[src/rtl/board_pkg.sv]
// Shared constants for the board-state read path.
// Cell word layout, tile codes, default base address, fetch FSM states.
package board_pkg;

  localparam int CELL_CNT_LSB = 0;
  localparam int CELL_REV     = 4;
  localparam int CELL_FLAG    = 5;
  localparam int CELL_MINE    = 6;

  localparam logic [3:0] TILE_HIDDEN = 4'd9;
  localparam logic [3:0] TILE_FLAG   = 4'd10;
  localparam logic [3:0] TILE_MINE   = 4'd11;
  localparam logic [3:0] TILE_BLANK  = 4'd15;

  localparam logic [11:0] BASE_ADDR_DEF = 12'h400;

  typedef enum logic [1:0] {
    ST_IDLE,
    ST_FETCH,
    ST_DRAIN
  } fetch_state_e;

endpackage

[src/rtl/cell_decode.sv]
// Cell word -> 4-bit tile code (combinational).
// cell_i: 32-bit board cell word; code_o: tile code 0..11.
module cell_decode
  import board_pkg::*;
(
  input  logic [31:0] cell_i,
  output logic [3:0]  code_o
);

  logic [3:0] cnt;
  logic       rev;
  logic       flag;
  logic       mine;
  logic       unused_hi;

  assign cnt  = cell_i[CELL_CNT_LSB +: 4];
  assign rev  = cell_i[CELL_REV];
  assign flag = cell_i[CELL_FLAG];
  assign mine = cell_i[CELL_MINE];

  assign unused_hi = ^cell_i[31:7];

  always_comb begin
    code_o = TILE_HIDDEN;
    unique case (1'b1)
      rev && mine: code_o = TILE_MINE;
      rev && !mine:
        code_o = (cnt > 4'd8) ? TILE_MINE : cnt;
      !rev && flag: code_o = TILE_FLAG;
      default: code_o = TILE_HIDDEN;
    endcase
  end

endmodule

[src/rtl/board_fetch.sv]
// Scanline row prefetch from BlockRAM port 2 and pixel -> tile code.
// Ports: clock/reset, line_start/line_y, pix_x/pix_active in; mem_addr/mem_data RAM port; tile_code/tile_px/fetch_busy/fetch_err out.
module board_fetch
  import board_pkg::*;
#(
  parameter int          COLS       = 16,
  parameter int          ROWS       = 16,
  parameter int          TILE_SHIFT = 5,
  parameter logic [11:0] BASE_ADDR  = BASE_ADDR_DEF
) (
  input  logic        clock,
  input  logic        reset,
  input  logic        line_start,
  input  logic [9:0]  line_y,
  input  logic [9:0]  pix_x,
  input  logic        pix_active,
  output logic [11:0] mem_addr,
  input  logic [31:0] mem_data,
  output logic [3:0]  tile_code,
  output logic [4:0]  tile_px,
  output logic        fetch_busy,
  output logic        fetch_err
);

  localparam int CW = $clog2(COLS);

  fetch_state_e   state_q;
  logic [CW-1:0]  col_q;
  logic [11:0]    addr_q;
  logic           busy_q;
  logic           err_q;
  logic           valid_q;
  logic [3:0]     code_q;
  logic [4:0]     px_q;
  logic [3:0]     buf_q [COLS];

  logic [9:0]     ls_row;
  logic           ls_ok;
  logic [11:0]    row_base;
  logic [9:0]     pcol;
  logic           in_board;
  logic [3:0]     dec_code;
  logic           wr_en;
  logic [CW-1:0]  wr_idx;

  assign ls_row   = line_y >> TILE_SHIFT;
  assign ls_ok    = ls_row < 10'(ROWS);
  assign row_base = BASE_ADDR
                  + 12'(ls_row) * 12'(COLS);

  assign pcol     = pix_x >> TILE_SHIFT;
  assign in_board = pcol < 10'(COLS);

  cell_decode u_dec (
    .cell_i (mem_data),
    .code_o (dec_code)
  );

  // RAM data lags the address by a cycle, so
  // each FETCH cycle stores the previous column.
  always_comb begin
    wr_en  = 1'b0;
    wr_idx = '0;
    case (state_q)
      ST_FETCH: begin
        wr_en  = col_q != '0;
        wr_idx = col_q - 1'b1;
      end
      ST_DRAIN: begin
        wr_en  = 1'b1;
        wr_idx = CW'(COLS - 1);
      end
      default: ;
    endcase
  end

  always_ff @(posedge clock) begin
    if (wr_en) begin
      buf_q[wr_idx] <= dec_code;
    end
  end

  always_ff @(posedge clock or negedge reset) begin
    if (!reset) begin
      state_q <= ST_IDLE;
      col_q   <= '0;
      addr_q  <= '0;
      busy_q  <= 1'b0;
      err_q   <= 1'b0;
      valid_q <= 1'b0;
      code_q  <= TILE_BLANK;
      px_q    <= '0;
    end else begin
      if (pix_active && valid_q && in_board) begin
        code_q <= buf_q[pcol[CW-1:0]];
      end else begin
        code_q <= TILE_BLANK;
      end
      px_q <= 5'(pix_x[TILE_SHIFT-1:0]);

      if (line_start) begin
        if (state_q != ST_IDLE) begin
          err_q   <= 1'b1;
          valid_q <= 1'b0;
        end
        if (ls_ok) begin
          state_q <= ST_FETCH;
          col_q   <= '0;
          addr_q  <= row_base;
          busy_q  <= 1'b1;
        end else begin
          state_q <= ST_IDLE;
          valid_q <= 1'b0;
          busy_q  <= 1'b0;
        end
      end else begin
        case (state_q)
          ST_FETCH: begin
            if (col_q == CW'(COLS - 1)) begin
              state_q <= ST_DRAIN;
            end else begin
              col_q  <= col_q + 1'b1;
              addr_q <= addr_q + 12'd1;
            end
          end
          ST_DRAIN: begin
            state_q <= ST_IDLE;
            valid_q <= 1'b1;
            busy_q  <= 1'b0;
          end
          default: ;
        endcase
      end
    end
  end

  assign mem_addr   = addr_q;
  assign tile_code  = code_q;
  assign tile_px    = px_q;
  assign fetch_busy = busy_q;
  assign fetch_err  = err_q;

endmodule

[config.mk]
export PLATFORM = sky130hd
export DESIGN_NAME = board_fetch
export DESIGN_NICKNAME = d
export VERILOG_FILES = /design/src/rtl/board_pkg.sv /design/src/rtl/cell_decode.sv /design/src/rtl/board_fetch.sv
export SDC_FILE = /design/constraint.sdc
export NUM_CORES = 1
export LEC_CHECK = 0
export BUFFER_PORTS_ARGS = -buffer_cell sky130_fd_sc_hd__buf_2
export CORE_UTILIZATION = 45
export CTS_CLUSTER_DIAMETER = 120
export CTS_CLUSTER_SIZE = 30
export DETAILED_ROUTE_END_ITERATION = 12
export HOLD_SLACK_MARGIN = 0.12
export PLACE_DENSITY = 0.7
export SLEW_MARGIN = 5
export SYNTH_ARGS = -nofsm -noshare
export SYNTH_HDL_FRONTEND = slang
export SYNTH_SLANG_ARGS = --single-unit
export TNS_END_PERCENT = 10
[constraint.sdc]
create_clock -name clock -period 2.1 [get_ports clock]
set_clock_uncertainty 0.15 [all_clocks]
set_input_delay 0.21 -clock clock [delete_from_list [all_inputs] [get_ports clock]]
set_output_delay 0.21 -clock clock [all_outputs]
set_load 0.005 [all_outputs]
==> run summary, run 1 <==
power density cells: 848 mW/mm^2
Post-Synth Simple-Gate Area: 12.4%
Area after DPL: 0.00476 sq mm
Yosys cell types: 59
CTS Buf Count: 9
post-synthesis compound-gate area fraction: 9.08%
synth warn: 0
root buf cell: clkbuf_8
synthesized area: 0.00419 sq mm
largest net degree at the start of global routing: 31
initial antenna violation count: 0
sequential share of the synthesized area: 63.9%
Syn Nets: 356
Post-synth EDFFs: 64
Seq cells post-synth: 94
Synth Area in Adders: 1.79%
row count: 34
destination of the worst hold path: tile_code[3]
# IOs: 79
vias in the first global route: 2,771
reg2reg path depth: 6
Starting Density: 47.4%
failing checks: design-rule violations
Antenna diodes: 0
dpl cells: 476
Global Route Usage Sum: 18.6%
Worst-path clk slew: 100 ps
gr ovfl total: 0
CTS H-Tree Depth: 3
clock sink count: 94
syn_area_per_cell: 14.3 sq um
mux contribution to synthesized area: 9.17%
drt wl/cell: 17.0 um
Hold Vio Cnt, Final: 0
antenna-violating nets left: 0
worst skew pair latency: 360 ps
die height: 98.5 um
min cycle time layout: 2060 ps
setup violators final: 0
Max Freq: 486 MHz
kind of critical path: register to register
Static Leak: 0.00200 uW
RR Startpoint: col_q[0]
arrival time at the worst endpoint: 2000 ps
via count: 2,860
R2R setup slack: 40 ps
Slew Limit Fails: 0
Power, Total: 4400 uW
Remaining DRCs: 3
Worst setup SP type: register
largest family of logic cells by synthesized area: simple AND/OR/NAND/NOR gates
Rel. slew slack: 52.6%
Worst-Margin Slew: 711 ps
DP Wirelength: 5.94 mm
outcome: finished, violations left
cell count after synthesis: 294
crit path max fanout: 4
ys flop type: edfxtp_1
layout net count: 459
final wirelength: 8.68 mm
Hold Path Class: primary input to register
DRT Pass-1 Iters: 8
Critical Path End Type: register
Synth-to-Final Area Change: 23.9%
Final Worst Setup Slack: 43.9 ps
CTS tree: built
Post-Synth XOR/XNOR Area: 1.25%
Core Region: 0.00885 sq mm
# port buffers: 48
Longest Clk Path Bufs: 2
Die ar.: 0.00970 sq mm
Max-Cap Viols: 0
Async SR Flop Fraction: 31.9%
final instance area: 0.00519 sq mm
global-route wire length before repair: 13.7 mm
Worst VDD drop: 0.000435 V
hold path startpoint: pix_x[8]
post-route insts no fill: 510
die width: 98.5 um
Worst Hold Depth: 4
post-layout util: 58.7%
pre-CTS setup slack: -94.3 ps
final period utilization: 97.9%
GP Congestion: 0.858
layout cells sized above 1: 34.8%
vias per std cell: 5.61
FF-to-FF End: buf_q[15][1]
Worst Path Required: 2040 ps
drt first-iter violations: 151
placed cells by master (no fill, tap or decap), drive strengths merged, types with 3 or more instances in the layout:
cell	n
inv	14
nor3	7
clkbuf	9
buf	89
edfxtp	64
xnor2	4
a22oi	5
ha	6
nand2	15
nand3b	4
nand4	4
a21oi	8
nor2	29
o22ai	4
nand3	11
a22o	3
and3	4
dfstp	4
a211oi	5
dlygate4sd3	12
mux2i	8
or3	3
o21ai	12
nand2b	3
dfrtp	26
mux4	12
nor3b	3
through the flow:
stage	TNS, ps	hold slack [ps]
floorplan	0	-236
global placement	-252	149
detailed placement	-1440	162
CTS	0	123
global route	-578	164
finish	0	138
per-layer routing:
layer / track usage (%) / part of all wire (%) / vias up
met3: 2.84 / 3.4 / 22
li1: - / - / 1345
met5: 0 / 0 / -
met4: 8.50 / 2.3 / 0
met2: 30.7 / 48 / 76
met1: 24.5 / 46 / 1417
kinds of logic after synthesis:
| group | after synthesis |
|---|---|
| AO/OA/AOI/OAI | 54 |
| XOR/XNOR | 6 |
| AND/OR/NAND/NOR | 95 |
| buffers and inverters | 19 |
| adder cells (fa/ha/maj) | 6 |
| flip-flops | 94 |
| multiplexers | 20 |
worst max-delay path, stage by stage (launching register included):
cell       delay [ps]
dfrtp_1           430
buf_4             160
or3_4             360
a2111oi_4         320
a21oi_2           100
nor2_1            120
buf_4             140
worst max-delay path by stage:
| stage | to | start | cells after the start |
|---|---|---|---|
| 2_1_floorplan | buf_q[2][0] | col_q[0] | 6 |
| 3_3_place_gp | buf_q[1][2] | col_q[0] | 7 |
| 3_5_place_dp | buf_q[8][3] | col_q[0] | 7 |
| 4_1_cts | buf_q[1][1] | col_q[0] | 7 |
| 5_1_grt | buf_q[2][0] | col_q[0] | 8 |
| 6_report | buf_q[15][1] | col_q[0] | 6 |
cells in the mapped netlist (3+ instances only):
library cell,count,area share (%)
a22o_1,3,0.63
nor3_1,7,0.84
buf_6,3,0.81
ha_1,6,1.8
nand2b_1,3,0.45
xnor2_1,4,0.84
dfstp_2,4,2.5
a211oi_1,5,0.90
o21ai_0,10,1.2
nand4_1,4,0.60
clkbuf_1,3,0.27
nand3_1,11,1.3
mux4_1,9,5.6
inv_1,10,0.90
o22ai_1,4,0.60
a21oi_1,7,0.84
edfxtp_1,64,46
a22oi_1,5,0.90
nand3b_1,4,0.72
mux2i_1,8,1.9
nor2_1,28,2.5
nand2_1,15,1.3
mux4_2,3,1.6
dfrtp_1,26,16
sequential cells by signal (all words and copies together), names as in the netlist:
register    flops
buf_q          64
tile_code       4
col_q           4
mem_addr       12
tile_px         5
valid_q         1
state_q         2
fetch_err       1
fetch_busy      1
area by class of cell:
class                           instances  area (sq um)
Timing Repair Buffer                  101           668
Multi-Input combinational cell        181          1490
Clock buffer                            9           124
Sequential cell                        94          2680
Fill cell                             704          3650
Clock inverter                          7          55.1
Tap cell                              108           135
Inverter                               10          37.5
what timing repair did:
action,4_1_cts,5_1_grt
hold endpoints to repair,41,0
endpoints found under the setup margin,48,65
hold buffers,12,0
resized for setup,4,19
pin swaps,2,8
buffers inserted,1,5
where the power goes:
group / leakage (uW) / internal [uW] / switching, uW
Sequential: 0.000931 / 2080 / 102
Clock: 0.0000870 / 445 / 670
Combinational: 0.000978 / 548 / 557
Total: 0.00200 / 3080 / 1330
No activity file was read; power rests on OpenSTA's default activity.
==> run 2: changes to the inputs <==
Settings changed: SETUP_SLACK_MARGIN set to 0.1.
==> run summary, run 2 (same netlist as run 1, synthesis figures left out) <==
fillcell total: 698 (-0.85%)
layout net count: 456 (-0.65%)
Antenna diodes: 0 (unchanged)
RSZ-0062 raised after global routing: true
# IOs: 79 (unchanged)
Biggest register: buf_q
Worst-Margin Slew: 781 ps (+69.4 ps)
Worst VDD drop: 0.000694 V (+60%)
drt first-iter violations: 114 (-25%)
Remaining DRCs: 3 (unchanged)
Die ar.: 0.00970 sq mm (unchanged)
setup_tns: 0 ps (unchanged)
layout cells sized above 1: 36.1% (+1.3 points)
vias in the first global route: 2,912 (+5.1%)
outcome: finished, violations left
kind of critical path: register to register
Longest Clk Path Bufs: 2 (unchanged)
pre-CTS setup slack: -97.2 ps (-2.90 ps)
M1 WL: 3.68 mm (-7.4%)
DP Wirelength: 5.83 mm (-1.8%)
Static Leak: 0.00200 uW (+0.41%)
Area after DPL: 0.00475 sq mm (-0.24%)
commonest non-fill, non-tap cell in the layout: edfxtp_1
Synth-to-Final Area Change: 25.1%
CTS Buf Count: 9 (unchanged)
Global Route Usage Sum: 18.9% (+0.31 points)
drt wl/cell: 17.0 um (about the same)
Final Worst Setup Slack: 19.9 ps (-23.9 ps)
largest net degree at the start of global routing: 31 (unchanged)
power density cells: 850 mW/mm^2 (+0.24%)
global-route wire length before repair: 14.0 mm (+2.4%)
Worst-path clk slew: 100 ps (about the same)
# port buffers: 48 (unchanged)
Worst setup SP type: register
root buf cell: clkbuf_8
final period utilization: 99.1% (+1.1 points)
post-layout util: 59.3% (+0.57 points)
initial antenna violation count: 0 (unchanged)
final instance area: 0.00524 sq mm (+0.96%)
setup violators final: 0 (unchanged)
Max Freq: 481 MHz (-1.1%)
Core Region: 0.00885 sq mm (unchanged)
max reg flops: 64 (unchanged)
final wirelength: 8.62 mm (-0.68%)
Slew Limit Fails: 0 (unchanged)
Hold Path Class: primary input to register
GP Congestion: 0.828 (-3.5%)
Register Area: 0.00268 sq mm (about the same)
DRT Pass-1 Iters: 10 (+2)
arrival time at the worst endpoint: 2010 ps (about the same)
vias per std cell: 5.57 (-0.74%)
failing checks: design-rule violations
antenna-violating nets left: 0 (unchanged)
Critical Path End Type: register
Met3 Wirelength: 279 um (-6.7%)
WHS: 177 ps (+39.1 ps)
Worst Path Required: 2030 ps (about the same)
Crit-path slowest cell: dfrtp_1
die height: 98.5 um (unchanged)
gr ovfl total: 0 (unchanged)
row count: 34 (unchanged)
crit path cell chain: inv_2 > ha_4 > nand2_4 > nor3_4 > nand4_1 > nor2_1 > buf_4
area occupied by multi-input gates: 0.00154 sq mm (+3.4%)
Met2 Routed Length: 4.55 mm (+8.1%)
most frequent cells in the layout: 64 x edfxtp_1, 48 x buf_2, 34 x buf_4, 26 x dfrtp_1, 24 x nor2_1
Starting Density: 47.4% (unchanged)
CTS H-Tree Depth: 3 (unchanged)
Rel. slew slack: 48.0% (-4.6 points)
CTS tree: built
DR top layer: met4
Worst path max stage delay: 440 ps (about the same)
crit path max fanout: 4 (unchanged)
via count: 2,822 (-1.3%)
die width: 98.5 um (unchanged)
min cycle time layout: 2080 ps (+23.9 ps)
Max-Cap Viols: 0 (unchanged)
Hold Vio Cnt, Final: 0 (unchanged)
worst skew pair latency: 360 ps (about the same)
clock sink count: 94 (unchanged)
-- run 2: path summary, 6_finish.rpt --
check                            from      endpoint  slack, ps  cells after the start
setup / recovery           state_q[0]   buf_q[1][1]         20                      7
hold / removal               pix_x[7]  tile_code[2]        180                      4
setup reg to reg           state_q[0]   buf_q[1][1]         20                      7
hold reg to reg             fetch_err     fetch_err        320                      1
max in group asynchronous       reset   mem_addr[4]       1050                      2
min in group asynchronous       reset    tile_px[2]        290                      2
-- run 2: metal layers --
metal	track usage (%)	vias up
met1	23.2	1401
met5	0	-
met3	2.91	12
li1	-	1345
met4	7.23	0
met2	33.9	64
-- run 2: repair_timing --
item,4_1_cts,5_1_grt
hold endpoints to repair,42,0
setup endpoints to repair,67,68
buffers inserted,2,2
gates resized for setup,15,20
hold buffers,13,0
pin swaps,6,14
-- run 2: report_power, final --
part | switching (uW) | internal, uW | total (uW)
combinational | 569 | 554 | 1120
sequential | 102 | 2080 | 2180
clock | 693 | 459 | 1150
-- run 2: layout make-up --
class                      instances  area share (%)
inverter                          10           0.716
clock buffer                       9            2.36
tap                              108            2.58
clock inverter                     7            1.26
sequential                        94            51.1
timing repair buffer              98            12.6
multi-input combinational        181            29.4
-- run 2: worst max-delay path, delay by kind of cell, from the launching register on --
kind	cells	cell delay, ps
and+or+nand+nor	4	690
adders and majority gates	1	280
buffers and inverters	2	250
DFF	1	440
-- run 2: per-stage QoR --
step	total power, uW	instances
floorplan	2740	294
global placement	3040	474
detailed placement	3070	474
CTS	4360	505
global route	4700	507
finish	4460	507
==> run 3: changes to the inputs <==
Settings changed: PLACE_DENSITY 0.7 to 0.67.
Clock period 2.1 ns to 2.7 ns, I/O delays scaled along.
==> run summary, run 3 (same netlist as run 1, synthesis figures left out) <==
outcome: finished, violations left
failing checks: design-rule violations
switching share of total power: 27.8% (-2.8 points)
CP delay by family, top: simple AND/OR/NAND/NOR gates
RR Startpoint: col_q[0]
CP bufs+invs: 1 (-1)
Pint: 2330 uW (-25%)
Core Region: 0.00885 sq mm (unchanged)
vias per std cell: 5.63 (+1.1%)
vias in the first global route: 2,614 (-10%)
Critical Path End Type: register
RSZ-0062 raised after global routing: true
Antenna diodes: 0 (unchanged)
hold path startpoint: line_y[9]
die width: 98.5 um (unchanged)
CTS Buf Count: 9 (unchanged)
max reg flops: 64 (unchanged)
Worst-Margin Slew: 1300 ps (+522 ps)
Starting Density: 47.4% (unchanged)
Worst setup SP type: register
grt met2 use: 30.3% (-3.5 points)
Max Freq: 402 MHz (-16%)
worst skew pair latency: 340 ps (-20 ps)
largest net degree at the start of global routing: 31 (unchanged)
global-route wire length before repair: 13.1 mm (-6.6%)
R2R setup slack: 210 ps (+190 ps)
post-route insts no fill: 472 (-6.9%)
row count: 34 (unchanged)
Max-Cap Viols: 0 (unchanged)
power density cells: 663 mW/mm^2 (-22%)
DRT Pass-1 Iters: 10 (unchanged)
via count: 2,657 (-5.8%)
crit path max fanout: 8 (+4)
Worst VDD drop: 0.000330 V (-53%)
Die ar.: 0.00970 sq mm (unchanged)
Hold Path Class: primary input to register
DP Wirelength: 5.62 mm (-3.6%)
# port buffers: 48 (unchanged)
Longest Clk Path Bufs: 2 (unchanged)
GP Congestion: 0.772 (-6.8%)
Worst path max stage delay: 480 ps (+40 ps)
gr busiest metal: met2
layout net count: 421 (-7.7%)
CP Launch Point: col_q[0]
final period utilization: 92.0% (-7.0 points)
min cycle time layout: 2490 ps (+405 ps)
Reg power frac: 53.0% (+4.0 points)
layout cells sized above 1: 25.3% (-11 points)
CTS H-Tree Depth: 3 (unchanged)
final wirelength: 8.12 mm (-5.9%)
gr ovfl total: 0 (unchanged)
setup_tns: 0 ps (unchanged)
antenna-violating nets left: 0 (unchanged)
Gate power share: 18.2% (-7.0 points)
most frequent cells in the layout: 64 x edfxtp_1, 48 x buf_2, 26 x dfrtp_1, 22 x nor2_1, 15 x nand2_1
global routing usage on met1: 23.2% (+0.037 points)
dpl cells: 444 (-6.3%)
commonest non-fill, non-tap cell in the layout: edfxtp_1
Net Sw Power: 895 uW (-34%)
drt first-iter violations: 106 (-7.0%)
Synth-to-Final Area Change: 16.1%
Remaining DRCs: 2 (-1)
setup violators final: 0 (unchanged)
Global Route Usage Sum: 17.9% (-1.1 points)
power share of the clock group: 28.7% (+2.9 points)
root buf cell: clkbuf_8
CTS tree: built
Biggest register: buf_q
Hold Vio Cnt, Final: 0 (unchanged)
die height: 98.5 um (unchanged)
clock sink count: 94 (unchanged)
Worst-path clk slew: 90 ps (about the same)
Slew Limit Fails: 0 (unchanged)
Rel. slew slack: 13.2% (-35 points)
drt wl/cell: 17.2 um (+1.1%)
arrival time at the worst endpoint: 2350 ps (+340 ps)
Static Leak: 0.00181 uW (-9.7%)
kind of critical path: register to register
crit path cell chain: inv_1 > ha_1 > nor3b_1 > nor3_1 > nand3_1 > nor2_1
# IOs: 79 (unchanged)
Worst Path Required: 2560 ps (+530 ps)
initial antenna violation count: 0 (unchanged)
Crit-path slowest cell: dfrtp_1
M3 GR Usage: 4.18% (+1.3 points)
==> run 3: cell types whose count changed in the layout (fill, tap and decap cells not counted), sizes merged <==
cell         delta
buf            -33
clkinvlp        -2
inv             -1
clkinv          -1
dlygate4sd3     -2
clkbuf          +4
==> run 3: worst paths after layout <==
path	cells past startpoint	end
hold reg to reg	1	fetch_err
max in group asynchronous	2	valid_q
setup / recovery	6	buf_q[4][0]
hold / removal	3	col_q[0]
min in group asynchronous	2	tile_px[3]
setup reg to reg	6	buf_q[4][0]
==> run 3: per-stage QoR <==
step	setup WS, ps	util, %	cell area, sq um	hold WS (ps)	power [uW]
2_1_floorplan	618	-	4190	-176	2130
3_3_place_gp	265	51.1	4520	216	2280
3_5_place_dp	188	51.1	4520	223	2310
4_1_cts	183	54.7	4840	154	3240
5_1_grt	27.3	55.0	4860	197	3380
6_report	215	55.0	4860	173	3220
==> run 3: layout make-up <==
cell class | instances | area (sq um)
sequential | 94 | 2680
fill | 763 | 3980
tap | 108 | 135
inverter | 10 | 37.5
clock buffer | 13 | 181
timing repair buffer | 63 | 380
multi-input combinational | 181 | 1430
clock inverter | 3 | 22.5
==> run 3: metal layers <==
layer,routed length (um),vias up
li1,-,1264
met1,3730,1331
met2,4000,56
met3,317,6
met4,66,0
met5,0,-
==> run 3: timing repair <==
action                                 in CTS  in global routing
endpoints found under the hold margin      36                  0
resized for setup                           0                  7
setup buffers                               0                  1
setup endpoints to repair                   0                 40
hold buffers                               11                  0
==> run 3: power groups by stage <==
stage                     combinational, uW  clock, uW  sequential, uW
after floorplan                         412          0            1720
after global placement                  546          0            1740
after detailed placement                567          0            1740
after CTS                               582        953            1710
after global routing                    651       1000            1720
final                                   587        926            1710
==> run 3: tightest hold or removal path: stages <==
cell and delay, ps:
buf_2 100, and2_1 140, a22o_1 120
